$ cat config.mk
export PLATFORM = sky130hd
export DESIGN_NAME = spi_adc_scheduler
export DESIGN_NICKNAME = d
export VERILOG_FILES = /design/src/rtl/spi_adc_scheduler.sv
export SDC_FILE = /design/constraint.sdc
export NUM_CORES = 1
export LEC_CHECK = 0
export CAP_MARGIN = 15
export CELL_PAD_IN_SITES_DETAIL_PLACEMENT = 0
export CELL_PAD_IN_SITES_GLOBAL_PLACEMENT = 1
export CORE_MARGIN = 3
export CORE_UTILIZATION = 33
export CTS_BUF_LIST = sky130_fd_sc_hd__clkbuf_8
export DETAILED_ROUTE_END_ITERATION = 8
export HOLD_SLACK_MARGIN = 0.02
export PLACE_DENSITY = 0.75
export SLEW_MARGIN = 5
export SYNTH_ARGS = -nofsm -noshare
export SYNTH_HDL_FRONTEND = slang
export SYNTH_SLANG_ARGS = --single-unit
$ cat constraint.sdc
create_clock -name clk -period 1.6 [get_ports clk]
set_input_delay 0.24 -clock clk [delete_from_list [all_inputs] [get_ports clk]]
set_output_delay 0.24 -clock clk [all_outputs]
set_load 0.05 [all_outputs]
$ cat src/rtl/spi_adc_scheduler.sv
// spi_adc_scheduler: periodic multi-channel scan of an SPI ADC.
// A period counter produces one frame tick every SAMPLE_PERIOD clocks. Each
// frame walks the channels enabled in ch_mask (latched at frame start) in
// ascending order, runs one SPI transaction per channel through the SPI
// master's start/busy/done handshake and strobes each result out for one cycle.
// Dropped ticks (overrun) and hung transactions (timeout_err) are sticky flags.
//
// Handshake semantics:
//   spi_start is a single-cycle request, asserted only while spi_busy=0; the
//   SPI master accepts it on the edge where spi_start=1. Completion is the
//   single-cycle spi_done pulse, with spi_rx valid in that same cycle; a
//   spi_done outside the waiting state is ignored. sample_valid is a
//   single-cycle strobe with no back-pressure: sample_chan/sample_data are
//   valid with it and hold until the next captured result.
//
// fsm_state exposes the scheduler state: 0=IDLE 1=ISSUE 2=WAIT 3=STORE.
module spi_adc_scheduler #(
  parameter int NCH           = 2,
  parameter int CH_W          = 1,
  parameter int DATA_W        = 10,
  parameter int SAMPLE_PERIOD = 1000,
  parameter int TIMEOUT       = 255
) (
  input  logic              clk,
  input  logic              reset,
  input  logic              enable,
  input  logic [NCH-1:0]    ch_mask,
  input  logic              spi_busy,
  input  logic              spi_done,
  input  logic [DATA_W-1:0] spi_rx,
  output logic              spi_start,
  output logic [CH_W-1:0]   spi_chan,
  output logic              sample_valid,
  output logic [CH_W-1:0]   sample_chan,
  output logic [DATA_W-1:0] sample_data,
  output logic              overrun,
  output logic              timeout_err,
  input  logic              err_clr,
  output logic [1:0]        fsm_state
);

  localparam int PCNT_W = (SAMPLE_PERIOD > 1) ? $clog2(SAMPLE_PERIOD) : 1;
  localparam int WD_W   = (TIMEOUT > 0) ? $clog2(TIMEOUT + 1) : 1;
  localparam logic [PCNT_W-1:0] PCNT_LAST = PCNT_W'(SAMPLE_PERIOD - 1);
  localparam logic [WD_W-1:0]   WD_LAST   = WD_W'(TIMEOUT - 1);

  typedef enum logic [1:0] {
    IDLE  = 2'd0,
    ISSUE = 2'd1,
    WAIT  = 2'd2,
    STORE = 2'd3
  } state_t;

  state_t            state;
  state_t            state_nx;
  logic [PCNT_W-1:0] pcnt;
  logic [WD_W-1:0]   wd;
  logic [NCH-1:0]    frame_mask;
  logic              tick;
  logic              frame_start;
  logic              timed_out;
  logic              advance;
  logic [CH_W-1:0]   first_idx;
  logic              has_next;
  logic [CH_W-1:0]   next_idx;

  assign tick        = enable && (pcnt == PCNT_LAST);
  assign frame_start = (state == IDLE) && tick && (ch_mask != '0);
  // A hung channel is abandoned on the TIMEOUT-th cycle spent waiting.
  assign timed_out   = (state == WAIT) && !spi_done && (wd == WD_LAST);
  // Moving on to the next channel happens after a stored result or a timeout.
  assign advance     = (state == STORE) || timed_out;

  // Period counter: free-runs while enabled, held at zero while disabled.
  always_ff @(posedge clk or posedge reset) begin
    if (reset)                pcnt <= '0;
    else if (!enable)         pcnt <= '0;
    else if (pcnt == PCNT_LAST) pcnt <= '0;
    else                      pcnt <= pcnt + PCNT_W'(1);
  end

  // Lowest enabled channel in the live mask, used to open a frame.
  always_comb begin
    first_idx = '0;
    for (int i = NCH - 1; i >= 0; i--) begin
      if (ch_mask[i]) first_idx = CH_W'(i);
    end
  end

  // Lowest channel of the frame mask strictly above the current one.
  always_comb begin
    has_next = 1'b0;
    next_idx = '0;
    for (int i = NCH - 1; i >= 0; i--) begin
      if (frame_mask[i] && (CH_W'(i) > spi_chan)) begin
        has_next = 1'b1;
        next_idx = CH_W'(i);
      end
    end
  end

  // FSM state register.
  always_ff @(posedge clk or posedge reset) begin
    if (reset) state <= IDLE;
    else       state <= state_nx;
  end

  // FSM next-state logic.
  always_comb begin
    state_nx = state;
    case (state)
      IDLE:    if (frame_start) state_nx = ISSUE;
      ISSUE:   if (!spi_busy) state_nx = WAIT;
      WAIT: begin
        if (spi_done)       state_nx = STORE;
        else if (timed_out) state_nx = has_next ? ISSUE : IDLE;
      end
      STORE:   state_nx = has_next ? ISSUE : IDLE;
      default: state_nx = IDLE;
    endcase
  end

  // FSM outputs: start request and result strobe decode straight from state.
  always_comb begin
    spi_start    = (state == ISSUE) && !spi_busy;
    sample_valid = (state == STORE);
    fsm_state    = state;
  end

  // Watchdog: zero outside WAIT, counts cycles spent in WAIT.
  always_ff @(posedge clk or posedge reset) begin
    if (reset)              wd <= '0;
    else if (state != WAIT) wd <= '0;
    else                    wd <= wd + WD_W'(1);
  end

  // Frame mask and current channel: latched at frame start, stepped on advance.
  always_ff @(posedge clk or posedge reset) begin
    if (reset) begin
      frame_mask <= '0;
      spi_chan   <= '0;
    end else if (frame_start) begin
      frame_mask <= ch_mask;
      spi_chan   <= first_idx;
    end else if (advance && has_next) begin
      spi_chan   <= next_idx;
    end
  end

  // Result capture: only a spi_done seen while waiting is taken.
  always_ff @(posedge clk or posedge reset) begin
    if (reset) begin
      sample_data <= '0;
      sample_chan <= '0;
    end else if ((state == WAIT) && spi_done) begin
      sample_data <= spi_rx;
      sample_chan <= spi_chan;
    end
  end

  // Sticky error flags; a set event in the same cycle as err_clr wins.
  always_ff @(posedge clk or posedge reset) begin
    if (reset) begin
      overrun     <= 1'b0;
      timeout_err <= 1'b0;
    end else begin
      if (tick && (state != IDLE)) overrun <= 1'b1;
      else if (err_clr)            overrun <= 1'b0;
      if (timed_out)               timeout_err <= 1'b1;
      else if (err_clr)            timeout_err <= 1'b0;
    end
  end

endmodule

==> flow_summary.json, run 1 <==
{
  "die_w_um": 74.9,
  "yosys.area_share.simple": 0.183,
  "cp_cell_sequence": "nand4_1, nor4_4, o2111ai_2, mux2_4",
  "multi_input_comb_area_um2": 673,
  "synth_top_family_by_area": "simple AND/OR/NAND/NOR gates",
  "gp_congestion": 0.748,
  "drt-initial-drc-count": 54,
  "core-area_mm2": 0.00447,
  "grt_pass1_wl_mm": 5.36,
  "postSynth.topFlopCell": "dfrtp_1",
  "synth_compound_area_frac": 0.0551,
  "r2r_setup_slack_ns": 0.06,
  "wire_per_inst_um": 13.4,
  "start_util": 0.350,
  "rows": 24,
  "synthTopCellsByCount": "35 x dfrtp_1, 16 x nor2_1, 11 x mux2_1",
  "cts_tree": "built",
  "grt.overflow.total": 0,
  "synth_top_cell_area_share": 0.559,
  "synthTopCellsByArea": "dfrtp_1 56%, mux2_1 7.9%, xnor2_1 3.9%, nor2_1 3.8%, xor2_1 2.8%",
  "met3_length_um": 203,
  "wirelength_mm": 3.21,
  "rsz0062_at_grt": "true",
  "synth_fp_nets": 158,
  "fin_util": 0.485,
  "end_kind": "flip-flop",
  "die_area_mm2": 0.00561,
  "vdd_drop_max_v": 0.000800,
  "post-synth-top-count-cell": "dfrtp_1",
  "dpl.hpwl_mm": 2.36,
  "via_per_inst": 4.94,
  "regToRegEndpoint": "frame_mask[1]",
  "fin_cells": 240,
  "grt_pass1_vias": 1204,
  "max_freq_mhz": 650,
  "wl_met2_mm": 1.49,
  "area_growth_pct": 38.7,
  "synthAdderAreaFrac": 0.0240,
  "placedCellCount": 230,
  "path_class": "flip-flop to flip-flop",
  "holdBufCountCts": 0,
  "worst_pin_slew_ns": 0.444,
  "antenna_cells": 0,
  "reg2reg_from": "pcnt[6]",
  "leakage_uw": 0.000966,
  "yosys.area.top_type": "dfrtp_1",
  "regArea_um2": 880,
  "ant_nets": 0,
  "worst_ep_required_time_ns": 1.78,
  "syn_area_mm2": 0.00157,
  "finClkSkew_ns": 0.00220,
  "hold_violations": 0,
  "fillerInstances": 408,
  "cp_slowest_stage_delay_ns": 0.41,
  "htreeDepth": 2,
  "io_pins": 36,
  "post-route-period-util": 0.961,
  "grt_use_total": 0.129,
  "relSlewSlack": 0.704,
  "crit_start": "pcnt[6]",
  "async_reset_ff_frac": 1.00,
  "min_period_ns": 1.54,
  "arrival_ns": 1.71,
  "clk_pin_slew_ns": 0.07,
  "drive_above_1_share": 0.245,
  "drv_slew": 0,
  "wl_met1_mm": 1.45,
  "grt_max_degree": 36,
  "cp_max_fo": 4,
  "maxCapViolCount": 0,
  "clkLatencyLatePin_ns": 0.29,
  "hp-class": "input port to asynchronous set/reset pin",
  "dr.pass1.iters": 6,
  "outcome": "complete, no violations",
  "synth_cell_type_count": 33,
  "die_h_um": 74.9,
  "synth-seq-cells": 35,
  "worstSetupStartpointType": "flip-flop",
  "clockRootBuffer": "clkbuf_8",
  "clock_sinks": 35,
  "r2r_cells": 4,
  "postSynthAreaPerCell_um2": 11.4,
  "synth_xor_area_frac": 0.0671,
  "final_nets": 208,
  "cpMaxStageDelayCell": "dfrtp_1",
  "io_buffers": 35,
  "fin_setup_tns_ns": 0,
  "synthCells": 137,
  "synth_edf_count": 0,
  "yosys_warnings": 0,
  "antenna_found_initial": 0,
  "numCtsBuffers": 5,
  "ys_seq_area_frac": 0.559,
  "setup_violations": 0,
  "placed_cell_area_mm2": 0.00207,
  "vias": 1186,
  "synth.mux.area_fraction": 0.0887,
  "cellPowerDensity_mw_per_mm2": 1460,
  "top_layer": "met4",
  "fin_area_mm2": 0.00217,
  "drc_errors": 0,
  "clockBufferDepth": 2
}
[power by group]
group / internal [uW] / switching (uW)
sequential: 1070 / 115
clock: 292 / 309
combinational: 515 / 872
total: 1870 / 1300
[critical path, delay by kind of cell, from the launching register on]
family	cells	cell delay [ns]
muxes	1	0.32
and+or+nand+nor	2	0.53
DFF	1	0.41
AOI/OAI and AO/OA	1	0.17
[cells by family (layout without fill, tap and decap cells)]
group	after synthesis	count (layout)
XOR/XNOR	12	12
multiplexers	12	12
flip-flops	35	35
AND/OR/NAND/NOR	54	54
adder cells (fa/ha/maj)	3	3
buffers and inverters	9	60
AO/OA/AOI/OAI	12	12
[layout by cell type (no fill, tap or decap), drive strengths merged, types with 2 or more instances in the layout]
master | synthesis | routed
nor3 | 5 | 5
nand4 | 4 | 4
nor2 | 16 | 16
ha | 3 | 3
nand2 | 8 | 8
nand2b | 3 | 3
a21oi | 3 | 3
dfrtp | 35 | 35
and2 | 3 | 3
inv | 6 | 8
or3 | 2 | 2
mux2 | 12 | 12
clkbuf | 1 | 5
nand3 | 7 | 7
o21ai | 2 | 2
clkdlybuf4s50 | 0 | 17
buf | 2 | 29
xnor2 | 7 | 7
xor2 | 5 | 5
[how the worst max path moves through the flow]
stage	to	slack, ns	cells past startpoint
4_1_cts	frame_mask[1]	0.01	5
5_1_grt	frame_mask[1]	-0.03	4
2_1_floorplan	frame_mask[1]	0.01	5
3_5_place_dp	pcnt[8]	-0.02	6
3_3_place_gp	pcnt[9]	0.03	6
6_report	frame_mask[1]	0.06	4
[area by class of cell]
type / count / area share
tap: 52 / 0.0300
clock inverter: 3 / 0.00576
multi-input combinational: 93 / 0.310
timing repair buffer: 46 / 0.207
clock buffer: 5 / 0.0317
sequential: 35 / 0.405
inverter: 6 / 0.0104
[sequential cells by signal (all words and copies together) (netlist names)]
name and cells:
overrun 1, sample_data 10, sample_chan 1, pcnt 10, wd 8, timeout_err 1
spi_chan 1, frame_mask 1, fsm_state 2
[layer usage]
metal,up-vias,track usage
met2,43,0.211
met1,567,0.154
li1,568,-
met5,-,0
met4,0,0.0593
met3,8,0.0401
[what timing repair did]
action / in CTS / in global routing
resized for setup: 1 / 2
endpoints found under the setup margin: 8 / 11
buffers inserted: 0 / 2
pin swaps: 0 / 4
[metrics by stage]
stage / setup WS, ns / hold WS [ns] / power, uW
after floorplan: 0.0144 / 0.368 / 2040
after global placement: 0.0326 / 0.448 / 2550
after detailed placement: -0.0234 / 0.465 / 2590
after CTS: 0.0142 / 0.368 / 3210
after global routing: -0.0293 / 0.415 / 3320
final: 0.0621 / 0.347 / 3170
(Power assumes the default switching activity.)
==> run 2: changes to the inputs <==
- HOLD_SLACK_MARGIN: 0.02 -> not set
- PLACE_DENSITY: 0.75 -> 0.72
- RECOVER_POWER: not set -> 50
- clock period: 1.6 -> 1.8 ns (I/O delays scaled with it)
==> flow_summary.json, run 2 (synthesized netlist as in run 1, its figures left out) <==
{
  "core-area_mm2": 0.00447,
  "cpMaxStageDelayCell": "clkdlybuf4s50_1",
  "drive_above_1_share": 0.122,
  "holdBufCountCts": 0,
  "hold_violations": 0,
  "clk_pin_slew_ns": 0.07,
  "fin_area_mm2": 0.00211,
  "htreeDepth": 2,
  "numCtsBuffers": 5,
  "placed_cell_area_mm2": 0.00202,
  "die_h_um": 74.9,
  "setup_violations": 0,
  "r2r_cells": 5,
  "relSlewSlack": 0.428,
  "hp-class": "flip-flop to flip-flop",
  "die_w_um": 74.9,
  "r2r_setup_slack_ns": 0.12,
  "outcome": "complete, no violations",
  "post-route-period-util": 0.949,
  "final_nets": 201,
  "hold_slack_ns": 0.455,
  "dpl.hpwl_mm": 2.30,
  "fin_setup_tns_ns": 0,
  "io_pins": 36,
  "worst_ep_required_time_ns": 1.53,
  "regToRegEndpoint": "frame_mask[1]",
  "grt_pass1_vias": 1170,
  "clkLatencyLatePin_ns": 0.28,
  "finClkSkew_ns": 0.00506,
  "rsz0062_at_grt": "false",
  "leakage_uw": 0.000905,
  "post_cts_buffers": 0,
  "drv_slew": 0,
  "end_kind": "output port",
  "totalPowerFinal_uw": 2850,
  "critPathBufInv": 1,
  "grt.overflow.total": 0,
  "arrival_ns": 1.44,
  "worstSetupStartpointType": "flip-flop",
  "wirelength_mm": 3.20,
  "start_util": 0.350,
  "vias": 1141,
  "gp_congestion": 0.782,
  "min_period_ns": 1.71,
  "grt_max_degree": 36,
  "cp_cell_sequence": "clkdlybuf4s50_1",
  "clockBufferDepth": 2,
  "worst_pin_slew_ns": 0.858,
  "area_growth_pct": 34.7,
  "crit_start": "sample_chan",
  "io_buffers": 35,
  "drc_errors": 0,
  "cts-resized-gates": 0,
  "wire_per_inst_um": 13.7,
  "vdd_drop_max_v": 0.000487,
  "whs_path_depth": 1,
  "cp_slowest_stage_delay_ns": 0.81,
  "maxCapViolCount": 0,
  "dr.pass1.iters": 4,
  "max_freq_mhz": 586,
  "antenna_cells": 0,
  "cts_tree": "built",
  "via_per_inst": 4.90,
  "die_area_mm2": 0.00561,
  "drt-initial-drc-count": 49,
  "layout_commonest_cell": "dfrtp_1",
  "top_regs": "pcnt (10), sample_data (10), wd (8)",
  "layout_common_cells": "35 x dfrtp_1, 27 x clkdlybuf4s50_1, 16 x nor2_1",
  "clock_sinks": 35,
  "cp_top_family": "buffers and inverters",
  "hp-start": "pcnt[0]",
  "fillerInstances": 406,
  "cp_max_fo": 2,
  "min_to": "pcnt[0]",
  "grt_pass1_wl_mm": 5.34,
  "clockRootBuffer": "clkbuf_8",
  "grt_use_total": 0.128,
  "ant_nets": 0,
  "cellPowerDensity_mw_per_mm2": 1350,
  "reg2reg_from": "pcnt[0]",
  "rows": 24,
  "path_class": "flip-flop to output port",
  "antenna_found_initial": 0
}
==> run 2: cell types whose count changed in the layout (fill, tap and decap cells not counted), moves of 3 or more <==
cell / previous run / this run
buf_4: 24 / 4
clkbuf_1: 0 / 3
clkdlybuf4s50_1: 17 / 27
dfrtp_1: 32 / 35
dfrtp_2: 3 / 0
==> run 2: layout make-up <==
class                           instances  area [um2]  area share
Sequential cell                        35         876       0.415
Multi-Input combinational cell         93         659       0.313
Timing Repair Buffer                   39         387       0.183
Clock buffer                            7        96.3      0.0457
Tap cell                               52        65.1      0.0308
Inverter                                6        22.5      0.0107
Clock inverter                          1        3.75     0.00178
==> run 2: worst max path at each step <==
stage	end	cells after the start	slack, ns
final	sample_chan	1	0.09
after global routing	frame_mask[1]	5	0.003
after CTS	sample_chan	1	0.06
after detailed placement	frame_mask[1]	5	0.13
after global placement	frame_mask[1]	5	0.16
after floorplan	fsm_state[1]	2	0.06
==> run 2: stage by stage <==
| step | util | std cells | setup WS [ns] |
|---|---|---|---|
| 2_1_floorplan | - | 137 | 0.0554 |
| 3_3_place_gp | 0.452 | 225 | 0.159 |
| 3_5_place_dp | 0.452 | 225 | 0.128 |
| 4_1_cts | 0.475 | 233 | 0.0635 |
| 5_1_grt | 0.471 | 233 | 0.00281 |
| 6_report | 0.471 | 233 | 0.0921 |
==> run 2: where the power goes <==
| group | internal, uW | total, uW | switching (uW) |
|---|---|---|---|
| clock network | 344 | 621 | 277 |
| logic | 436 | 1210 | 773 |
| registers | 943 | 1020 | 78.6 |
==> run 2: per-layer routing <==
layer,vias up,routed length (um),GRT usage
li1,561,-,-
met1,529,1510,0.169
met2,42,1430,0.186
met3,9,188,0.0320
met4,0,72,0.0810
met5,-,0,0
==> run 3: changes to the inputs <==
- CORE_UTILIZATION: 33 -> 30
- PLACE_DENSITY: 0.72 -> 0.67
==> flow_summary.json, run 3 (synthesized netlist as in run 1, its figures left out) <==
{
  "cts_tree": "built",
  "clockRootBuffer": "clkbuf_8",
  "io_buffers": 35,
  "grt_pass1_vias": 1264,
  "grt_pass1_wl_mm": 5.91,
  "drc_errors": 0,
  "antenna_found_initial": 0,
  "cpMaxStageDelayCell": "clkdlybuf4s50_1",
  "layout_common_cells": "35 x dfrtp_1, 28 x clkdlybuf4s50_1, 16 x nor2_1",
  "critPathBufInv": 1,
  "setup_violations": 0,
  "worst_pin_slew_ns": 0.857,
  "pre_cts_ws_ns": 0.0576,
  "r2r_setup_slack_ns": 0.14,
  "max_freq_mhz": 584,
  "cp_max_fo": 2,
  "vias": 1137,
  "vdd_drop_max_v": 0.000529,
  "rows": 25,
  "p_seq_frac": 0.389,
  "area_growth_pct": 33.2,
  "final_nets": 200,
  "hp-start": "pcnt[0]",
  "die_area_mm2": 0.00612,
  "pwr-share-comb": 0.414,
  "htreeDepth": 2,
  "finClkSkew_ns": 0.00945,
  "grt.overflow.total": 0,
  "dr.pass1.iters": 4,
  "post-route-period-util": 0.951,
  "min_period_ns": 1.71,
  "via_per_inst": 4.60,
  "hold_violations": 0,
  "clk_pin_slew_ns": 0.07,
  "fin_setup_tns_ns": 0,
  "drive_above_1_share": 0.117,
  "r2r_cells": 5,
  "p_int_uw": 1600,
  "relSlewSlack": 0.429,
  "cp_cell_sequence": "clkdlybuf4s50_1",
  "die_w_um": 78.3,
  "grt_use_total": 0.121,
  "cp_top_family": "buffers and inverters",
  "whs_path_depth": 1,
  "worst_ep_required_time_ns": 1.53,
  "switchingPower_uw": 1130,
  "rsz0062_at_grt": "false",
  "min_to": "pcnt[0]",
  "clockBufferDepth": 2,
  "setup_ws_ns": 0.0883,
  "antenna_cells": 0,
  "ant_nets": 0,
  "cellPowerDensity_mw_per_mm2": 1310,
  "arrival_ns": 1.44,
  "end_kind": "output port",
  "holdBufCountCts": 0,
  "clkLatencyLatePin_ns": 0.28,
  "clock_sinks": 35,
  "path_class": "flip-flop to output port",
  "core-area_mm2": 0.00488,
  "outcome": "complete, no violations",
  "leakage_uw": 0.000893,
  "drt-initial-drc-count": 24,
  "gp_congestion": 0.765,
  "wire_per_inst_um": 13.5,
  "regToRegEndpoint": "frame_mask[1]",
  "io_pins": 36,
  "netSwitchingFraction": 0.413,
  "wirelength_mm": 3.34,
  "maxCapViolCount": 0,
  "dpl.hpwl_mm": 2.41,
  "worstSetupStartpointType": "flip-flop",
  "die_h_um": 78.3,
  "grt_max_degree": 36,
  "drv_slew": 0,
  "pwr-share-clk": 0.197,
  "cp_slowest_stage_delay_ns": 0.81,
  "reg2reg_from": "pcnt[0]",
  "start_util": 0.321,
  "numCtsBuffers": 5,
  "top_regs": "pcnt (10), sample_data (10), wd (8)",
  "hp-class": "flip-flop to flip-flop",
  "layout_commonest_cell": "dfrtp_1"
}
## run 3: cell types whose count changed in the layout (fill, tap and decap cells not counted)
cell,delta
buf_12,-2
buf_4,+2
clkbuf_1,-2
clkbuf_8,-2
clkdlybuf4s50_1,+1
clkinv_2,+1
inv_1,+1
## run 3: area by class of cell
type	count	area [um2]
Fill cell	482	2790
Sequential cell	35	876
Multi-Input combinational cell	93	659
Timing Repair Buffer	38	364
Tap cell	67	83.8
Clock buffer	5	68.8
Inverter	6	22.5
Clock inverter	3	12.5
## run 3: how the worst max path moves through the flow
stage	startpoint	end	slack (ns)	depth (start not counted)
after floorplan	fsm_state[0]	fsm_state[1]	0.06	2
after global placement	pcnt[0]	frame_mask[1]	0.15	5
after detailed placement	pcnt[0]	frame_mask[1]	0.06	5
after CTS	pcnt[0]	frame_mask[1]	0.05	5
after global routing	pcnt[0]	frame_mask[1]	0.02	5
final	sample_data[9]	sample_data[9]	0.09	1
## run 3: metal layers
metal	wire (um)	global-route usage	vias up
met5	0	0	-
met4	56	0.0524	0
met3	194	0.0356	5
met2	1510	0.199	33
met1	1580	0.148	546
li1	-	-	553
## run 3: what timing repair did
item / CTS / global route
setup endpoints to repair: 0 / 9
resized for setup: 0 / 0
setup buffers: 0 / 1
## run 3: power by group through the flow
stage                     clock network, uW  logic, uW  registers, uW
final                                   536       1130           1060
after global routing                    586       1190           1080
after CTS                               548       1150           1060
after detailed placement                  0       1150           1080
after global placement                    0       1130           1060
after floorplan                           0        275           1530
## run 3: through the flow
stage	util	std cells	instance area [um2]	total power, uW	hold slack (ns)
2_1_floorplan	-	137	1570	1800	0.398
3_3_place_gp	0.411	238	2000	2190	0.444
3_5_place_dp	0.411	238	2000	2230	0.462
4_1_cts	0.427	246	2090	2760	0.397
5_1_grt	0.428	247	2090	2870	0.506
6_report	0.428	247	2090	2730	0.470
